$ cat config.mk
export PLATFORM = sky130hd
export DESIGN_NAME = cpu_control_fsm
export DESIGN_NICKNAME = d
export VERILOG_FILES = /design/src/rtl/cpu_control_fsm.sv
export SDC_FILE = /design/constraint.sdc
export NUM_CORES = 1
export LEC_CHECK = 0
export BUFFER_PORTS_ARGS = -buffer_cell sky130_fd_sc_hd__buf_2
export CAP_MARGIN = 40
export CORE_MARGIN = 2
export CORE_UTILIZATION = 40
export CTS_CLUSTER_DIAMETER = 150
export DETAILED_ROUTE_END_ITERATION = 16
export PLACE_DENSITY = 0.7
export SETUP_SLACK_MARGIN = 0.3
export SLEW_MARGIN = 5
export SYNTH_ARGS = -nofsm -noshare
export SYNTH_HDL_FRONTEND = slang
export SYNTH_SLANG_ARGS = --single-unit
$ cat constraint.sdc
create_clock -name clk -period 2.1 [get_ports clk]
set_clock_uncertainty 0.1 [all_clocks]
set_input_delay 0.21 -clock clk [delete_from_list [all_inputs] [get_ports clk]]
set_output_delay 0.21 -clock clk [all_outputs]
set_load 0.01 [all_outputs]
$ cat src/rtl/cpu_control_fsm.sv
// Multicycle control sequencer: fetch/decode/execute with a memory handshake
// and a request-latency timeout that parks the machine in HALT.
module cpu_control_fsm #(
  parameter int unsigned TIMEOUT = 15
) (
  input  logic        clk,
  input  logic        resetn,
  input  logic        run,
  input  logic [15:0] ir,
  input  logic        zero,
  input  logic        mem_ack,
  output logic        addr_sel,
  output logic        mem_req,
  output logic        mem_we,
  output logic        ir_load,
  output logic        pc_inc,
  output logic        pc_load,
  output logic        rf_we,
  output logic        rf_wsel,
  output logic [1:0]  alu_op,
  output logic        busy,
  output logic        halted,
  output logic        mem_err
);

  localparam logic [2:0] StIdle   = 3'd0;
  localparam logic [2:0] StFetch  = 3'd1;
  localparam logic [2:0] StDecode = 3'd2;
  localparam logic [2:0] StExec   = 3'd3;
  localparam logic [2:0] StMem    = 3'd4;
  localparam logic [2:0] StHalt   = 3'd5;

  localparam logic [3:0] OpAdd  = 4'd0;
  localparam logic [3:0] OpSub  = 4'd1;
  localparam logic [3:0] OpAnd  = 4'd2;
  localparam logic [3:0] OpLd   = 4'd3;
  localparam logic [3:0] OpSt   = 4'd4;
  localparam logic [3:0] OpBeqz = 4'd5;
  localparam logic [3:0] OpJmp  = 4'd6;
  localparam logic [3:0] OpHalt = 4'd7;

  // Counter value seen on the last permitted request cycle without ack.
  localparam logic [7:0] CntLast = 8'(TIMEOUT - 1);

  logic [2:0] state_q, state_d;
  logic [7:0] cnt_q, cnt_d;
  logic       err_q, err_d;
  logic [3:0] opcode;

  assign opcode = ir[15:12];

  // State, timeout counter and sticky error flag.
  always_ff @(posedge clk or negedge resetn) begin
    if (!resetn) begin
      state_q <= StIdle;
      cnt_q   <= 8'd0;
      err_q   <= 1'b0;
    end else begin
      state_q <= state_d;
      cnt_q   <= cnt_d;
      err_q   <= err_d;
    end
  end

  // Next-state logic and datapath strobes.
  always_comb begin
    state_d  = state_q;
    cnt_d    = cnt_q;
    err_d    = err_q;
    addr_sel = 1'b0;
    mem_req  = 1'b0;
    mem_we   = 1'b0;
    ir_load  = 1'b0;
    pc_inc   = 1'b0;
    pc_load  = 1'b0;
    rf_we    = 1'b0;
    rf_wsel  = 1'b0;
    alu_op   = 2'b00;
    case (state_q)
      StIdle: begin
        if (run) begin
          state_d = StFetch;
          cnt_d   = 8'd0;
        end
      end
      StFetch: begin
        mem_req = 1'b1;
        if (mem_ack) begin
          ir_load = 1'b1;
          pc_inc  = 1'b1;
          state_d = StDecode;
        end else if (cnt_q == CntLast) begin
          state_d = StHalt;
          err_d   = 1'b1;
        end else begin
          cnt_d = cnt_q + 8'd1;
        end
      end
      StDecode: begin
        cnt_d = 8'd0;
        case (opcode)
          OpAdd, OpSub, OpAnd, OpBeqz, OpJmp: state_d = StExec;
          OpLd, OpSt:                         state_d = StMem;
          OpHalt:                             state_d = StHalt;
          default:                            state_d = StFetch;
        endcase
      end
      StExec: begin
        case (opcode)
          OpAdd, OpSub, OpAnd: begin
            alu_op = opcode[1:0];
            rf_we  = 1'b1;
          end
          OpJmp:   pc_load = 1'b1;
          OpBeqz:  pc_load = zero;
          default: ;
        endcase
        state_d = StFetch;
        cnt_d   = 8'd0;
      end
      StMem: begin
        addr_sel = 1'b1;
        mem_req  = 1'b1;
        mem_we   = (opcode == OpSt);
        if (mem_ack) begin
          if (opcode == OpLd) begin
            rf_we   = 1'b1;
            rf_wsel = 1'b1;
          end
          state_d = StFetch;
          cnt_d   = 8'd0;
        end else if (cnt_q == CntLast) begin
          state_d = StHalt;
          err_d   = 1'b1;
        end else begin
          cnt_d = cnt_q + 8'd1;
        end
      end
      StHalt: begin
        if (run) begin
          state_d = StFetch;
          cnt_d   = 8'd0;
          err_d   = 1'b0;
        end
      end
      default: state_d = StIdle;
    endcase
  end

  // Status outputs decoded from state.
  always_comb begin
    busy    = (state_q != StIdle) && (state_q != StHalt);
    halted  = (state_q == StHalt);
    mem_err = err_q;
  end

endmodule

Word level (Yosys, flattened, before mapping)
Memories as Yosys holds them, arrays and structs flattened.
Index checks and enable logic that the tools add are counted.
{ "word_totals": {"in_bits": 21, "output_inout_bits": 13, "romBits": 24, "mem_count": 1, "word_cells": 64, "reg_bits": 12} }
{ "mem_list": {"columns": ["memory", "words", "word_bits", "read_ports", "rd_clocked_by_memory_dff", "write_ports", "line_no", "text"], "rows": [
  ["(no name shown)", 8, 3, 1, 0, 0, "101", "case (opcode)"]
]} }
{ "op_classes": {"muxes": 29, "n_eq_ne": 18, "reduce_logical": 12, "n_addsub": 1} }
{ "ops": {"columns": ["op", "n"], "rows": [
  ["$mux 8", 4],
  ["$pmux 8 s4", 1],
  ["$mux 3", 5],
  ["$pmux 3 s5", 1],
  ["$mux 1", 13],
  ["$eq 4x3->1 const B", 3],
  ["$add 8x1->8 const B", 1],
  ["$eq 4x2->1 const B", 2],
  ["$eq 8x4->1 const B", 1],
  ["$eq 3x2->1 const B", 2],
  ["$eq 3x3->1 const B", 2],
  ["$ne 2x2->1 const B", 3],
  ["$pmux 1 s2", 3],
  ["$reduce_or 2->1", 3],
  ["$eq 4x1->1 const B", 1],
  ["$logic_not 4->1", 1],
  ["$mux 2", 2],
  ["$ne 2x1->1 const B", 2],
  ["$reduce_and 4->1", 1],
  ["$reduce_bool 4->1", 1],
  ["$eq 3x1->1 const B", 1],
  ["$logic_not 3->1", 1],
  ["$ne 3x3->1 const B", 1],
  ["$reduce_and 3->1", 1],
  ["4 further kinds", 4]
]} }

Logic depth before layout (Yosys ltp)
Gate-level depths: netlist of run 1.
{ "depth": {"ltp_word": 4, "mapped_depth": 7, "mapped_depth_nobuf": 6} }

Worst setup path before layout of run 1
Ideal clock, no wire load.
{ "synth_path": {"path_type": "reg-to-output", "start": "register state_q[1]", "end": "output pc_inc", "arrival_ns": 1.445, "n_path_buf": 2, "path_stages_with_launch": 4, "path_slack_ns": 0.345, "t_required_ns": 1.790, "path_cell_list": "dfrtp_1 buf_1 nor4bb_1 buf_4"} }
{ "synth_between": {"elab_chain_len": 2} }
{ "synth_rtl": {"columns": ["element", "line_no", "text"], "rows": [
  ["start, declared", "45", "logic [2:0] state_q, state_d;"],
  ["start signal, assigned", "55", "state_q <= StIdle;"],
  ["start signal, assigned", "59", "state_q <= state_d;"],
  ["$eq 3x1->1", null, null],
  ["$mux 1", null, null],
  ["end, declared", "16", "output logic pc_inc,"]
]} }
Every way passes these cells.

Worst setup path in the final report of run 1
{ "layout_path": {"start": "register state_q[2]", "end": "output rf_we"} }
{ "layout_between": {"elab_chain_len": 2, "word_cells_on_any_way": 3, "cone_classes": "2 x eq/ne; 1 x mux"} }
{ "layout_rtl": {"columns": ["element", "line_no", "text"], "rows": [
  ["$eq 3x3->1 / $eq 3x2->1 (equally long branches)", "79", "case (state_q)"],
  ["$pmux 1 s2 *", "79", null],
  ["end, declared", "18", "output logic rf_we,"]
]} }
Every way passes the cells marked *; elsewhere a longest branch is shown, timed or not.

==> results of run 1 <==
## repair_timing
item,in CTS,in global routing
resized for setup,3,8
endpoints found under the hold margin,12,0
hold buffers,1,0
gates cloned,0,0
setup buffers,2,5
pin swaps,0,4
endpoints found under the setup margin,8,6
## metal layers
| layer | vias to the layer above | share of wire [%] | track usage [%] |
|---|---|---|---|
| met1 | 471 | 44 | 20.2 |
| li1 | 473 | - | - |
| met4 | 0 | 0.76 | 5.83 |
| met2 | 25 | 52 | 28.9 |
| met5 | - | 0 | 0 |
| met3 | 2 | 3.8 | 4.17 |
## through the flow
| step | utilization [%] | power, mW |
|---|---|---|
| 3_3_place_gp | 45.9 | 0.894 |
| 3_5_place_dp | 45.9 | 0.907 |
| 2_1_floorplan | - | 0.785 |
| 5_1_grt | 51.3 | 1.23 |
| 6_report | 51.3 | 1.14 |
| 4_1_cts | 48.0 | 1.08 |
## cells in the final DEF (no fill, tap or decap), drive strengths merged, types with 2 or more instances in the layout
master  instances
o31ai           3
nor4            2
dfrtp          12
inv             8
clkbuf          3
o22ai           4
a21oi           9
buf            28
o211ai          2
nand2          10
nor2           11
ha              8
o21ai           5
nor2b           6
and3            3
nand4           2
nand3           5
nand2b          2
nor3            4
## flip-flops by register name (all words and copies together), names as in the netlist
register,count
state_q,3
mem_err,1
cnt_q,8
## cells by family (layout without fill, tap and decap cells)
kind of cell	count (synthesis)	in the layout	synth area share [%]
multiplexers	1	1	0.999
XOR/XNOR	1	1	0.874
AO/OA/AOI/OAI	30	30	21.5
buffers and inverters	12	40	5.74
adder cells (fa/ha/maj)	8	8	9.99
flip-flops	12	12	30.0
AND/OR/NAND/NOR	52	52	31.0
## where the power goes
group	internal, mW	switching [mW]
clock network	0.0663	0.0770
registers	0.287	0.0762
logic	0.284	0.348
## area by class of cell
| cell class | instances | share of cell area [%] |
|---|---|---|
| inverters | 8 | 2.41 |
| well taps | 30 | 3.01 |
| repair buffers | 29 | 13.9 |
| clock buffers | 3 | 1.81 |
| flip-flops and latches | 12 | 24.4 |
| multi-input cells | 92 | 54.5 |
## worst max-delay path by stage
| stage | slack [ns] | start | to | depth (start not counted) |
|---|---|---|---|---|
| 2_1_floorplan | 0.34 | state_q[1]$_DFFE_PN0P_ | pc_inc | 3 |
| 4_1_cts | 0.25 | state_q[2]$_DFFE_PN0P_ | rf_we | 5 |
| 3_5_place_dp | 0.27 | state_q[1]$_DFFE_PN0P_ | rf_we | 5 |
| 3_3_place_gp | 0.27 | state_q[1]$_DFFE_PN0P_ | rf_we | 5 |
| 6_report | 0.29 | state_q[2]$_DFFE_PN0P_ | rf_we | 6 |
| 5_1_grt | 0.22 | state_q[2]$_DFFE_PN0P_ | alu_op[1] | 4 |
==> out/qor.csv, run 1 <==
stage,metric,value,unit
finish,multi_input_area,679,µm²
synthesis,synth_edf_count,0,
synthesis,syn_area_per_cell,8.64,µm²
finish,final_cells,174,
sta,fin_ws,0.290,ns
drt,vias_per_cell,5.58,
place,pre_cts_ws,0.272,ns
clock_tree,clockBufferDepth,2,
place,place_area,1120,µm²
critical_path,r2r_slack,0.36,ns
drt,drc,0,
sta,worst_pin_slew,0.441,ns
sta,fin_hold_ws,0.0852,ns
sta,setup_tns,0,ns
drt,wire_per_inst,12.9,µm
drt,routed_wl,2.25,mm
floorplan,die_y,54.1,µm
worst_hold_path,hold_path.class,in -> reg,
synthesis,syn-num-nets,145,
synthesis,yosys_warnings,0,
global_routing,grt_antenna_before_repair,0,
synthesis,synth-seq-area-share,30.0,%
critical_path,critPathLaunchType,register,
finish,nets,175,
synthesis,synth_cells,116,
power,leakage,0.581,nW
sta,post-route-min-period,1.81,ns
synthesis,synth_commonest_cells,"dfrtp_1, nor2_1, nand2_1",
place,port_buffers,21,
place,dpl.hpwl,1.55,mm
clock_tree,tritoncts,done,
finish,drive_gt1_share,34.7,%
critical_path,crit_family,simple AND/OR/NAND/NOR gates,
finish,n_antenna_cell,0,
synthesis,postSynth.asyncResetShare,100,%
critical_path,r2r-start,state_q[0]$_DFFE_PN0P_,
worst_hold_path,hold_path_startpoint,run,
place,dp.cells,163,
sta,max_freq,553,MHz
synthesis,synth_top_area_share,30.0,%
clock_tree,root_buffer,clkbuf_4,
place,gp_congestion,0.824,
floorplan,start_util,41.2,%
critical_path,crit_fanout,4,
sta,finalHoldViolations,0,
critical_path,endpoint_kind,output port,
sta,rsz0062_at_grt,yes,
critical_path,ff2ff_path_depth,6,
global_routing,grt_start_max_net_pins,15,
global_routing,grt_pass1_wl,3.54,mm
floorplan,die_area,2920,µm²
synthesis,synth_flop_cell,dfrtp_1,
job,drv_cap,0,
worst_hold_path,min_to,state_q[2]$_DFFE_PN0P_,
drt,dr.pass1.iters,4,
critical_path,reg2reg_to,cnt_q[7]$_DFFE_PN0P_,
floorplan,row_count,18,
floorplan,die-width,54.1,µm
clock_tree,cts.sinks,12,
floorplan,io_pins,34,
critical_path,critical_path_buf_inv_count,2,
critical_path,crit_chain,buf_4 > nand2b_4 > nor3_1 > and3_1 > or2_4 > buf_6,
critical_path,slowest_stage,dfrtp_2,
critical_path,cp.required,1.79,ns
power,peakVddDrop,0.713,mV
synthesis,ys_ff_latch,12,
finish,syn2layout_area_growth,24.5,%
finish,seq_area,304,µm²
synthesis,synth_area_leader_cell,dfrtp_1,
critical_path,max_stage_delay,0.45,ns
floorplan,coreArea,2430,µm²
sta,finalSetupViolations,0,
run_status,outcome,"finished, final reports clean",
drt,drtIter0Drc,12,
global_routing,grt_pass1_vias,831,
finish,fill_cells,225,
worst_hold_path,holdPathStages,2,
synthesis,yosysUniqueCellTypes,44,
clock_tree,htree_levels,1,
global_routing,overflow,0,
global_routing,grt_use_total,16.8,%
drt,postRouteAntennaNets,0,
sta,max_slew_margin,70.6,%
drt,vias,971,
critical_path,path_class,reg -> out,
synthesis,syn_area,1000,µm²
critical_path,arrival,1.50,ns
finish,final_cell_area,1250,µm²
sta,finalCritPeriodShare,86.2,%
clock_tree,path_clk_slew,0.08,ns
sta,slew_violations,0,
synthesis,synth_most_common_cell,dfrtp_1,
clock_tree,clk_latency,0.27,ns
power,power.density,913,nW/µm²
synthesis,synth_area_leaders,"dfrtp_1, ha_1, nor2_1, a21oi_1, nand2_1",
clock_tree,cts_inserted_buffers,3,
(Power assumes the default switching activity.)
==> inputs of run 2 (changes only) <==
--- a/config.mk
+++ b/config.mk
@@ -5,7 +5,7 @@
 export SDC_FILE = /design/constraint.sdc
 export NUM_CORES = 1
 export LEC_CHECK = 0
-export BUFFER_PORTS_ARGS = -buffer_cell sky130_fd_sc_hd__buf_2
+export BUFFER_PORTS_ARGS = -buffer_cell sky130_fd_sc_hd__buf_4
 export CAP_MARGIN = 40
 export CORE_MARGIN = 2
 export CORE_UTILIZATION = 40
==> run 2 against run 1 <==
Net effect:
- register-to-register slack improved by 0.04 ns
- worst setup slack got worse by 0.034 ns
- cell area rose by 6.4%
- fmax fell by 1.8%
- wire length rose by 4.1%
- clock power rose by 34%
- sequential share of layout area fell by 1.6 points
- first-iteration DRC count fell by 25%
- final cell count did not move
- die area did not move
- hold slack got worse by 0.028 ns
- total power rose by 10%
- critical endpoint unchanged
==> out/qor.csv, run 2 (synthesis results as in run 1) <==
stage,metric,value,unit,change
run_status,outcome,"finished, final reports clean",,
drt,vias_per_cell,5.43,,-2.8%
critical_path,path_class,reg -> out,,
sta,post-route-min-period,1.84,ns,+0.0338 ns
job,drv_cap,0,,unchanged
floorplan,start_util,41.2,%,unchanged
sta,finalCritPeriodShare,87.8,%,+1.6 points
critical_path,critPathLaunchType,register,,
finish,drive_gt1_share,35.4,%,+0.69 points
drt,postRouteAntennaNets,0,,unchanged
clock_tree,tritoncts,done,,
sta,slew_violations,0,,unchanged
power,power.total,1.26,mW,+10%
clock_tree,path_clk_slew,0.08,ns,about the same
clock_tree,htree_levels,1,,unchanged
floorplan,die_area,2920,µm²,unchanged
finish,layout_common_cells,"buf_4, nor2_1, dfrtp_1",,
sta,finalHoldViolations,0,,unchanged
clock_tree,cts.sinks,12,,unchanged
sta,max_slew_margin,67.7,%,-2.9 points
critical_path,arrival,1.53,ns,+0.03 ns
floorplan,die-width,54.1,µm,unchanged
sta,rsz0062_at_grt,yes,,
drt,wire_per_inst,13.4,µm,+4.1%
critical_path,cp.required,1.79,ns,about the same
critical_path,crit_fanout,4,,unchanged
global_routing,grt_antenna_before_repair,0,,unchanged
floorplan,die_y,54.1,µm,unchanged
drt,drtIter0Drc,9,,-3
clock_tree,root_buffer,clkbuf_4,,
drt,vias,944,,-2.8%
global_routing,grt_pass1_vias,908,,+9.3%
global_routing,overflow,0,,unchanged
drt,routed_wl,2.34,mm,+4.1%
global_routing,grt_start_max_net_pins,13,,-2
finish,largest_reg_flops,8,,unchanged
floorplan,row_count,18,,unchanged
floorplan,coreArea,2430,µm²,unchanged
sta,worst_pin_slew,0.478,ns,+0.0372 ns
critical_path,endpoint_kind,output port,,
power,power.density,946,nW/µm²,+3.6%
sta,setup_tns,0,ns,unchanged
global_routing,grt_use_total,18.0,%,+1.2 points
place,port_buffers,21,,unchanged
drt,drc,0,,unchanged
finish,nets,174,,-0.57%
place,dpl.hpwl,1.67,mm,+8.2%
finish,fill_cells,226,,+0.44%
finish,largest_register,cnt_q,,
sta,finalSetupViolations,0,,unchanged
finish,syn2layout_area_growth,32.5,%,
sta,max_freq,542,MHz,-1.8%
clock_tree,clockBufferDepth,2,,unchanged
worst_hold_path,hold_path.class,in -> reg,,
sta,fin_hold_ws,0.0572,ns,-0.0280 ns
clock_tree,clk_latency,0.28,ns,about the same
global_routing,grt_pass1_wl,3.82,mm,+8.0%
floorplan,io_pins,34,,unchanged
finish,final_common_cell,buf_4,,
power,peakVddDrop,0.887,mV,+24%
drt,dr.pass1.iters,4,,unchanged
clock_tree,cts_inserted_buffers,3,,unchanged
finish,n_antenna_cell,0,,unchanged
place,gp_congestion,0.765,,-7.2%
power,leakage,0.602,nW,+3.6%
[run 2: routing by layer]
metal	up-vias	part of all wire, %	global-route usage, %
met5	-	0	0
met4	0	0.64	3.75
met3	2	4.3	5.00
met2	20	53	33.3
met1	448	42	20.3
li1	474	-	-
[run 2: path summary, 6_finish.rpt]
path / startpoint / end / slack (ns) / cells past startpoint
worst max-delay path: state_q[2]$_DFFE_PN0P_ / rf_we / 0.26 / 5
worst min-delay path: run / state_q[2]$_DFFE_PN0P_ / 0.06 / 2
worst max register to register: state_q[1]$_DFFE_PN0P_ / cnt_q[7]$_DFFE_PN0P_ / 0.40 / 6
worst min register to register: mem_err$_DFFE_PN0P_ / mem_err$_DFFE_PN0P_ / 0.40 / 2
max in group asynchronous: resetn / state_q[2]$_DFFE_PN0P_ / 1.52 / 2
min in group asynchronous: resetn / cnt_q[6]$_DFFE_PN0P_ / 0.20 / 2
[run 2: report_power, final]
group / leakage [nW] / switching (mW) / internal, mW
combinational: 0.424 / 0.369 / 0.333
clock: 0.0210 / 0.0866 / 0.106
sequential: 0.157 / 0.0753 / 0.286
[run 2: worst max-delay path, stage by stage (launching register included)]
cell	delay, ns
dfrtp_2	0.47
nor2b_4	0.14
nand3b_1	0.18
nor3_1	0.23
or2_4	0.14
buf_6	0.09
[run 2: per-stage QoR]
stage,utilization [%],setup WS (ns),instances,area (µm²)
after global placement,48.7,0.394,165,1180
after floorplan,-,0.345,116,1000
final,54.6,0.256,174,1330
after CTS,52.3,0.302,173,1270
after detailed placement,48.7,0.352,165,1180
after global routing,54.6,0.168,174,1330
[run 2: layout make-up]
cell class                 count  area, µm²  share of cell area (%)
clock buffer                   4       36.3                    2.73
inverter                       8       30.0                    2.26
multi-input combinational     92        701                    52.8
sequential                    12        303                    22.8
tap                           30       37.5                    2.83
timing repair buffer          28        220                    16.6
[run 2: timing repair]
action / 4_1_cts / 5_1_grt
setup buffers: 3 / 1
setup endpoints to repair: 7 / 13
resized for setup: 5 / 9
cloned: 0 / 0
hold buffers: 1 / 0
hold endpoints to repair: 12 / 0
pin swaps: 1 / 2
